### src/rtl/spi_flash_rd_arb.sv
// spi_flash_rd_arb: two-port read arbiter for a single-bit SPI flash (cmd 0x03, mode 0).
// Port A (data) and port B (instruction fetch) share the flash with round-robin on ties.
// Each request shifts out 0x03 plus a 24-bit address and shifts in one byte.
// Optional feature macro: SPI_ARB_CONT_EN. When it is defined, chip select stays low after a
// read so that a sequential read from the same port can continue straight into the data phase.
module spi_flash_rd_arb #(
    parameter int CS_HOLD      = 2,
    parameter int CONT_TIMEOUT = 16
) (
    input  logic        clk,
    input  logic        rst_n,
    input  logic        a_req,
    input  logic [23:0] a_addr,
    output logic [7:0]  a_rdata,
    output logic        a_ready,
    input  logic        b_req,
    input  logic [23:0] b_addr,
    output logic [7:0]  b_rdata,
    output logic        b_ready,
    output logic        busy,
    output logic        spi_csb,
    output logic        spi_sclk,
    output logic        spi_mosi,
    input  logic        spi_miso
);

    // The counter has to cover the 64 half-bits of the command/address phase and both timers.
    localparam int CNT_MAX0 = (CONT_TIMEOUT > 64) ? CONT_TIMEOUT : 64;
    localparam int CNT_MAX  = (CS_HOLD > CNT_MAX0) ? CS_HOLD : CNT_MAX0;
    localparam int CNT_W    = $clog2(CNT_MAX + 1);

    typedef enum logic [2:0] {
        ST_IDLE     = 3'd0,
        ST_SETUP    = 3'd1,
        ST_SHIFT_CA = 3'd2,
        ST_SHIFT_D  = 3'd3,
        ST_DONE     = 3'd4,
        ST_CS_HIGH  = 3'd5,
        ST_HOLD     = 3'd6
    } state_t;

    state_t             state_r, state_s;
    logic [CNT_W-1:0]   cnt_r, cnt_s;
    logic [31:0]        sh_r, sh_s;
    logic [7:0]         dsh_r, dsh_s;
    logic               port_r, port_s;        // 1 = port B owns the current transfer
    logic               rr_last_r, rr_last_s;  // 1 = port B was granted last
    logic [23:0]        addr_r, addr_s;
    logic               csb_r, csb_s;
    logic               sclk_r, sclk_s;
    logic               mosi_r, mosi_s;
    logic [7:0]         a_rdata_r, a_rdata_s;
    logic [7:0]         b_rdata_r, b_rdata_s;
    logic               a_ready_r, a_ready_s;
    logic               b_ready_r, b_ready_s;
    logic               busy_r, busy_s;

    logic               any_req_s;
    logic               win_b_s;
    logic [23:0]        sel_addr_s;
    logic [7:0]         din_s;

    // Round-robin: on a tie the port that was not granted last wins.
    assign any_req_s  = a_req | b_req;
    assign win_b_s    = b_req & (~a_req | ~rr_last_r);
    assign sel_addr_s = win_b_s ? b_addr : a_addr;
    assign din_s      = {dsh_r[6:0], spi_miso};

    // Next-state and next-output logic; all pins are registered from these values.
    always_comb begin
        state_s   = state_r;
        cnt_s     = cnt_r;
        sh_s      = sh_r;
        dsh_s     = dsh_r;
        port_s    = port_r;
        rr_last_s = rr_last_r;
        addr_s    = addr_r;
        csb_s     = csb_r;
        sclk_s    = 1'b0;
        mosi_s    = mosi_r;
        a_rdata_s = a_rdata_r;
        b_rdata_s = b_rdata_r;
        a_ready_s = 1'b0;
        b_ready_s = 1'b0;

        case (state_r)
            ST_IDLE: begin
                csb_s  = 1'b1;
                mosi_s = 1'b0;
                if (any_req_s) begin
                    state_s   = ST_SETUP;
                    port_s    = win_b_s;
                    rr_last_s = win_b_s;
                    addr_s    = sel_addr_s;
                    sh_s      = {8'h03, sel_addr_s};
                    csb_s     = 1'b0;
                end else begin
                    state_s   = ST_IDLE;
                end
            end
            ST_SETUP: begin
                state_s = ST_SHIFT_CA;
                cnt_s   = {CNT_W{1'b0}};
                mosi_s  = sh_r[31];
            end
            ST_SHIFT_CA: begin
                if (!cnt_r[0]) begin
                    sclk_s = 1'b1;
                    cnt_s  = cnt_r + CNT_W'(1);
                end else begin
                    sh_s = {sh_r[30:0], 1'b0};
                    if (cnt_r == CNT_W'(63)) begin
                        state_s = ST_SHIFT_D;
                        cnt_s   = {CNT_W{1'b0}};
                        mosi_s  = 1'b0;
                    end else begin
                        cnt_s   = cnt_r + CNT_W'(1);
                        mosi_s  = sh_r[30];
                    end
                end
            end
            ST_SHIFT_D: begin
                mosi_s = 1'b0;
                if (!cnt_r[0]) begin
                    sclk_s = 1'b1;
                    cnt_s  = cnt_r + CNT_W'(1);
                end else begin
                    // This edge drops sclk, so the flash bit is captured here.
                    dsh_s = din_s;
                    if (cnt_r == CNT_W'(15)) begin
                        state_s = ST_DONE;
                        cnt_s   = {CNT_W{1'b0}};
                        if (port_r) begin
                            b_rdata_s = din_s;
                            b_ready_s = 1'b1;
                        end else begin
                            a_rdata_s = din_s;
                            a_ready_s = 1'b1;
                        end
                    end else begin
                        cnt_s = cnt_r + CNT_W'(1);
                    end
                end
            end
            ST_DONE: begin
                cnt_s = {CNT_W{1'b0}};
`ifdef SPI_ARB_CONT_EN
                state_s = ST_HOLD;
                csb_s   = 1'b0;
`else
                state_s = ST_CS_HIGH;
                csb_s   = 1'b1;
`endif
            end
            ST_CS_HIGH: begin
                csb_s = 1'b1;
                if (cnt_r == CNT_W'(CS_HOLD - 1)) begin
                    state_s = ST_IDLE;
                    cnt_s   = {CNT_W{1'b0}};
                end else begin
                    cnt_s   = cnt_r + CNT_W'(1);
                end
            end
            ST_HOLD: begin
`ifdef SPI_ARB_CONT_EN
                if (any_req_s) begin
                    // A sequential hit only counts if the previous owner also wins arbitration.
                    if ((win_b_s == port_r) && (sel_addr_s == addr_r + 24'd1)) begin
                        state_s   = ST_SHIFT_D;
                        cnt_s     = {CNT_W{1'b0}};
                        addr_s    = addr_r + 24'd1;
                        rr_last_s = win_b_s;
                    end else begin
                        state_s = ST_CS_HIGH;
                        cnt_s   = {CNT_W{1'b0}};
                        csb_s   = 1'b1;
                    end
                end else if (cnt_r == CNT_W'(CONT_TIMEOUT - 1)) begin
                    state_s = ST_CS_HIGH;
                    cnt_s   = {CNT_W{1'b0}};
                    csb_s   = 1'b1;
                end else begin
                    cnt_s   = cnt_r + CNT_W'(1);
                end
`else
                state_s = ST_CS_HIGH;
                cnt_s   = {CNT_W{1'b0}};
                csb_s   = 1'b1;
`endif
            end
            default: begin
                state_s = ST_IDLE;
                cnt_s   = {CNT_W{1'b0}};
                csb_s   = 1'b1;
                mosi_s  = 1'b0;
            end
        endcase

        busy_s = (state_s != ST_IDLE);
    end

    // State, datapath and registered pin update; reset is asynchronous and immediate.
    always_ff @(posedge clk or negedge rst_n) begin
        if (!rst_n) begin
            state_r   <= ST_IDLE;
            cnt_r     <= {CNT_W{1'b0}};
            sh_r      <= 32'h0000_0000;
            dsh_r     <= 8'h00;
            port_r    <= 1'b0;
            rr_last_r <= 1'b1;
            addr_r    <= 24'h00_0000;
            csb_r     <= 1'b1;
            sclk_r    <= 1'b0;
            mosi_r    <= 1'b0;
            a_rdata_r <= 8'h00;
            b_rdata_r <= 8'h00;
            a_ready_r <= 1'b0;
            b_ready_r <= 1'b0;
            busy_r    <= 1'b0;
        end else begin
            state_r   <= state_s;
            cnt_r     <= cnt_s;
            sh_r      <= sh_s;
            dsh_r     <= dsh_s;
            port_r    <= port_s;
            rr_last_r <= rr_last_s;
            addr_r    <= addr_s;
            csb_r     <= csb_s;
            sclk_r    <= sclk_s;
            mosi_r    <= mosi_s;
            a_rdata_r <= a_rdata_s;
            b_rdata_r <= b_rdata_s;
            a_ready_r <= a_ready_s;
            b_ready_r <= b_ready_s;
            busy_r    <= busy_s;
        end
    end

    assign a_rdata  = a_rdata_r;
    assign a_ready  = a_ready_r;
    assign b_rdata  = b_rdata_r;
    assign b_ready  = b_ready_r;
    assign busy     = busy_r;
    assign spi_csb  = csb_r;
    assign spi_sclk = sclk_r;
    assign spi_mosi = mosi_r;

endmodule

### config.mk
export PLATFORM = sky130hd
export DESIGN_NAME = spi_flash_rd_arb
export DESIGN_NICKNAME = d
export VERILOG_FILES = /design/src/rtl/spi_flash_rd_arb.sv
export SDC_FILE = /design/constraint.sdc
export NUM_CORES = 1
export LEC_CHECK = 0
export ABC_AREA = 1
export CORE_ASPECT_RATIO = 1.25
export CORE_MARGIN = 2
export CORE_UTILIZATION = 55
export DETAILED_ROUTE_END_ITERATION = 7
export PLACE_DENSITY = 0.85
export SLEW_MARGIN = 0
export SYNTH_ARGS = -nofsm -noshare
export SYNTH_HDL_FRONTEND = slang
export SYNTH_SLANG_ARGS = --single-unit
export TNS_END_PERCENT = 5
### constraint.sdc
create_clock -name clk -period 2.64 [get_ports clk]
set_clock_uncertainty 0.05 [all_clocks]
set_input_delay 0.264 -clock clk [delete_from_list [all_inputs] [get_ports clk]]
set_output_delay 0.264 -clock clk [all_outputs]
set_load 0.02 [all_outputs]
==> impl_metrics.env <==
export IMPL_status="complete, no violations"
export IMPL_cts_tree="built"
export IMPL_vias=3070
export IMPL_r2r_cells=8
export IMPL_overflow=0
export IMPL_path_buf_inv=1
export IMPL_io_pins=75
export IMPL_synthSimpleGateAreaFrac_pct=27.5
export IMPL_tightestPinTransition_ps=734
export IMPL_finalPower_mw=2.10
export IMPL_maxSlewViolCount=0
export IMPL_cp_top_family="simple AND/OR/NAND/NOR gates"
export IMPL_postRouteAntennaNets=0
export IMPL_hold_viol=0
export IMPL_route_detailed_drc=0
export IMPL_syn_area_per_cell_um2=8.07
export IMPL_crit_required_ps=2810
export IMPL_r2r_start="cnt_r[0]"
export IMPL_grt_pass1_wl_um=13000
export IMPL_worst_hold_slack_ps=420
export IMPL_powerDensity_nw_per_um2=467
export IMPL_final_nets=567
export IMPL_preCtsSetupSlack_ps=564
export IMPL_yosysSeqAreaShare_pct=51.7
export IMPL_ys_ff_latch=73
export IMPL_max_freq_mhz=476
export IMPL_synth_xor_area_share_pct=0.742
export IMPL_hp_start="rr_last_r"
export IMPL_worstPathArrival_ps=2270
export IMPL_dieHeight_um=93.7
export IMPL_clock_latency_ps=340
export IMPL_syn_to_final_growth_pct=27.1
export IMPL_ctsRootBufferMaster="clkbuf_8"
export IMPL_first_pass_iters=4
export IMPL_relSlewSlack_pct=51.1
export IMPL_rows=32
export IMPL_syn_num_nets=494
export IMPL_cts_htree_levels=3
export IMPL_peakVddDrop_mv=0.447
export IMPL_holdPathStages=2
export IMPL_core_area_um2=6210
export IMPL_synth_cell_type_count=30
export IMPL_synth_top_family_by_area="simple AND/OR/NAND/NOR gates"
export IMPL_clockBufferDepth=2
export IMPL_finalSetupTns_ps=0
export IMPL_via_per_inst=5.10
export IMPL_portBuffers=74
export IMPL_grt_usage_pct=23.7
export IMPL_cts_resized=0
export IMPL_worstHoldPathType="reg2reg"
export IMPL_antenna_found_initial=0
export IMPL_placed_cells=585
export IMPL_die_x_um=75.8
export IMPL_path_cells="ha_1 -> nand2_1 -> inv_2 -> nand2_1 -> nor2_2 -> nand3_2 -> nand2_1 -> o21ai_2"
export IMPL_rsz0062_at_grt="no"
export IMPL_n_fill_cell=504
export IMPL_fin_cells=602
export IMPL_cp_slowest_stage_delay_ps=610
export IMPL_maxCapViolCount=0
export IMPL_finalSetupViolations=0
export IMPL_reg2reg_to="a_rdata[6]"
export IMPL_hold_path_end="rr_last_r"
export IMPL_synth_mux_area_share_pct=0
export IMPL_initial_utilization_pct=57.1
export IMPL_yosys_area_share_adder_pct=0.707
export IMPL_setup_ws_ps=538
export IMPL_numCtsBuffers=9
export IMPL_dieArea_um2=7100
export IMPL_routed_wl_um=7860
export IMPL_first_global_vias=2921
export IMPL_worstSetupPathType="reg2reg"
export IMPL_slowest_stage="dfrtp_1"
export IMPL_clk_pin_slew_worst_paths_ps=80
export IMPL_drive_gt1_share_pct=8.12
export IMPL_grt_max_degree=52
export IMPL_place_detailed_hpwl_um=5590
export IMPL_synth_compound_area_share_pct=11.4
export IMPL_crit_top_cell="nand2_1"
export IMPL_crit_path_end_kind="register"
export IMPL_power_leakage_nw=2.10
export IMPL_place_congestion=0.913
export IMPL_drt_wirelength_per_cell_um=13.1
export IMPL_ff2ff_setup_slack_ps=540
export IMPL_netlist_area_um2=3540
export IMPL_fin_crit_ps=2100
export IMPL_cts_sinks=73
export IMPL_dr_first_iter_drc_count=168
export IMPL_finalCritPeriodShare_pct=79.6
export IMPL_antennaDiodeCount=0
export IMPL_ys_warn_count=0
export IMPL_path_max_fanout=17
export IMPL_startpoint_type="register"
export IMPL_postSynthCellCount=439
layout by cell type (no fill, tap or decap):
| cell type | count |
|---|---|
| nor3_1 | 2 |
| nand2_1 | 158 |
| bufinv_16 | 1 |
| dfstp_2 | 2 |
| clkinvlp_4 | 1 |
| nand2_4 | 1 |
| nor2_1 | 30 |
| nand3_2 | 2 |
| a22oi_1 | 2 |
| buf_4 | 5 |
| a21oi_1 | 1 |
| o22ai_1 | 5 |
| dlygate4sd3_1 | 1 |
| inv_2 | 5 |
| clkdlybuf4s50_1 | 73 |
| nor2_4 | 1 |
| dfrtp_1 | 71 |
| inv_1 | 36 |
| o211ai_1 | 13 |
| nand2_2 | 2 |
| o2111ai_1 | 1 |
| o21ai_1 | 25 |
| ha_1 | 2 |
| nand3_1 | 34 |
| nand3b_1 | 1 |
| inv_4 | 1 |
| nand3_4 | 1 |
| buf_2 | 1 |
| o21ai_2 | 4 |
| nor2_2 | 1 |
| clkbuf_8 | 10 |
| clkinv_2 | 4 |
| o21ai_0 | 17 |
| xor2_1 | 3 |
worst reg2reg max path, cell delays in order, from the launching register on:
cell and delay [ps]:
dfrtp_1 610, ha_1 250, nand2_1 90, inv_2 80, nand2_1 80, nor2_2 210
nand3_2 360, nand2_1 190, o21ai_2 60
cells in the mapped netlist:
cell type  count  area share (%)
a21oi_1        1            0.14
a22oi_1        2            0.42
buf_2          4            0.57
buf_4          4            0.85
buf_6          5             1.6
clkbuf_1       5            0.53
dfrtp_1       71              50
dfstp_2        2             1.5
ha_1           2            0.71
inv_1         36             3.8
inv_2          5            0.53
inv_4          1            0.18
nand2_1      158              17
nand2_2        2            0.35
nand2_4        1            0.32
nand3_1       34             4.8
nand3_2        2            0.57
nand3_4        1            0.49
nand3b_1       1            0.21
nor2_1        30             3.2
nor2_2         1            0.18
nor2_4         1            0.32
nor3_1         2            0.28
o2111ai_1      1            0.25
o211ai_1      13             2.8
o21ai_0       17             2.4
o21ai_1       25             3.5
o21ai_2        4            0.99
o22ai_1        5            0.88
xor2_1         3            0.74
timing repair:
item,4_1_cts,5_1_grt
endpoints found under the hold margin,30,0
setup buffers,0,0
hold buffers,1,0
cell families after synthesis:
family	count (synthesis)
simple gates	233
xor+xnor	3
buf+inv	60
fa+ha+maj	2
compound gates	68
flops	73
registers in the layout, summed over array words and instances (netlist names):
| name | cells |
|---|---|
| busy | 1 |
| sh_r | 32 |
| b_ready | 1 |
| spi_mosi | 1 |
| dsh_r | 7 |
| a_rdata | 8 |
| spi_sclk | 1 |
| b_rdata | 8 |
| rr_last_r | 1 |
| state_r | 3 |
| port_r | 1 |
| spi_csb | 1 |
| cnt_r | 7 |
| a_ready | 1 |
per-stage QoR:
step / utilization, % / cell area, um2
final: 72.5 / 4500
after global routing: 72.5 / 4500
after CTS: 72.5 / 4500
after detailed placement: 69.2 / 4300
after global placement: 69.2 / 4300
after floorplan: - / 3540
area by class of cell:
type | count | area (um2) | share of cell area [%]
clock buffers | 10 | 138 | 3.06
repair buffers | 80 | 783 | 17.4
well taps | 85 | 106 | 2.36
multi-input cells | 306 | 1430 | 31.7
inverters | 42 | 160 | 3.56
flip-flops and latches | 73 | 1830 | 40.6
clock inverters | 6 | 57.6 | 1.28
where the power goes:
| group | switching [mW] | internal, mW |
|---|---|---|
| Sequential | 0 | 1.12 |
| Combinational | 0.0540 | 0.0779 |
| Clock | 0.395 | 0.455 |
| Total | 0.449 | 1.65 |
worst max-delay path by stage:
stage	cells after the start	end	slack, ps	from
6_report	8	a_rdata[6]	540	cnt_r[0]
5_1_grt	8	a_rdata[5]	400	cnt_r[0]
4_1_cts	8	a_rdata[6]	560	cnt_r[0]
3_5_place_dp	8	a_rdata[6]	560	cnt_r[0]
3_3_place_gp	8	a_rdata[5]	610	cnt_r[0]
2_1_floorplan	9	a_rdata[7]	1180	cnt_r[0]
per-layer routing:
layer / vias up / GRT usage, % / share of wire (%)
met5: - / 0 / 0
met4: 0 / 7.31 / 0.70
li1: 1557 / - / -
met3: 5 / 6.01 / 7.4
met1: 1424 / 31.4 / 44
met2: 84 / 38.0 / 48
No activity file was read; power rests on OpenSTA's default activity.
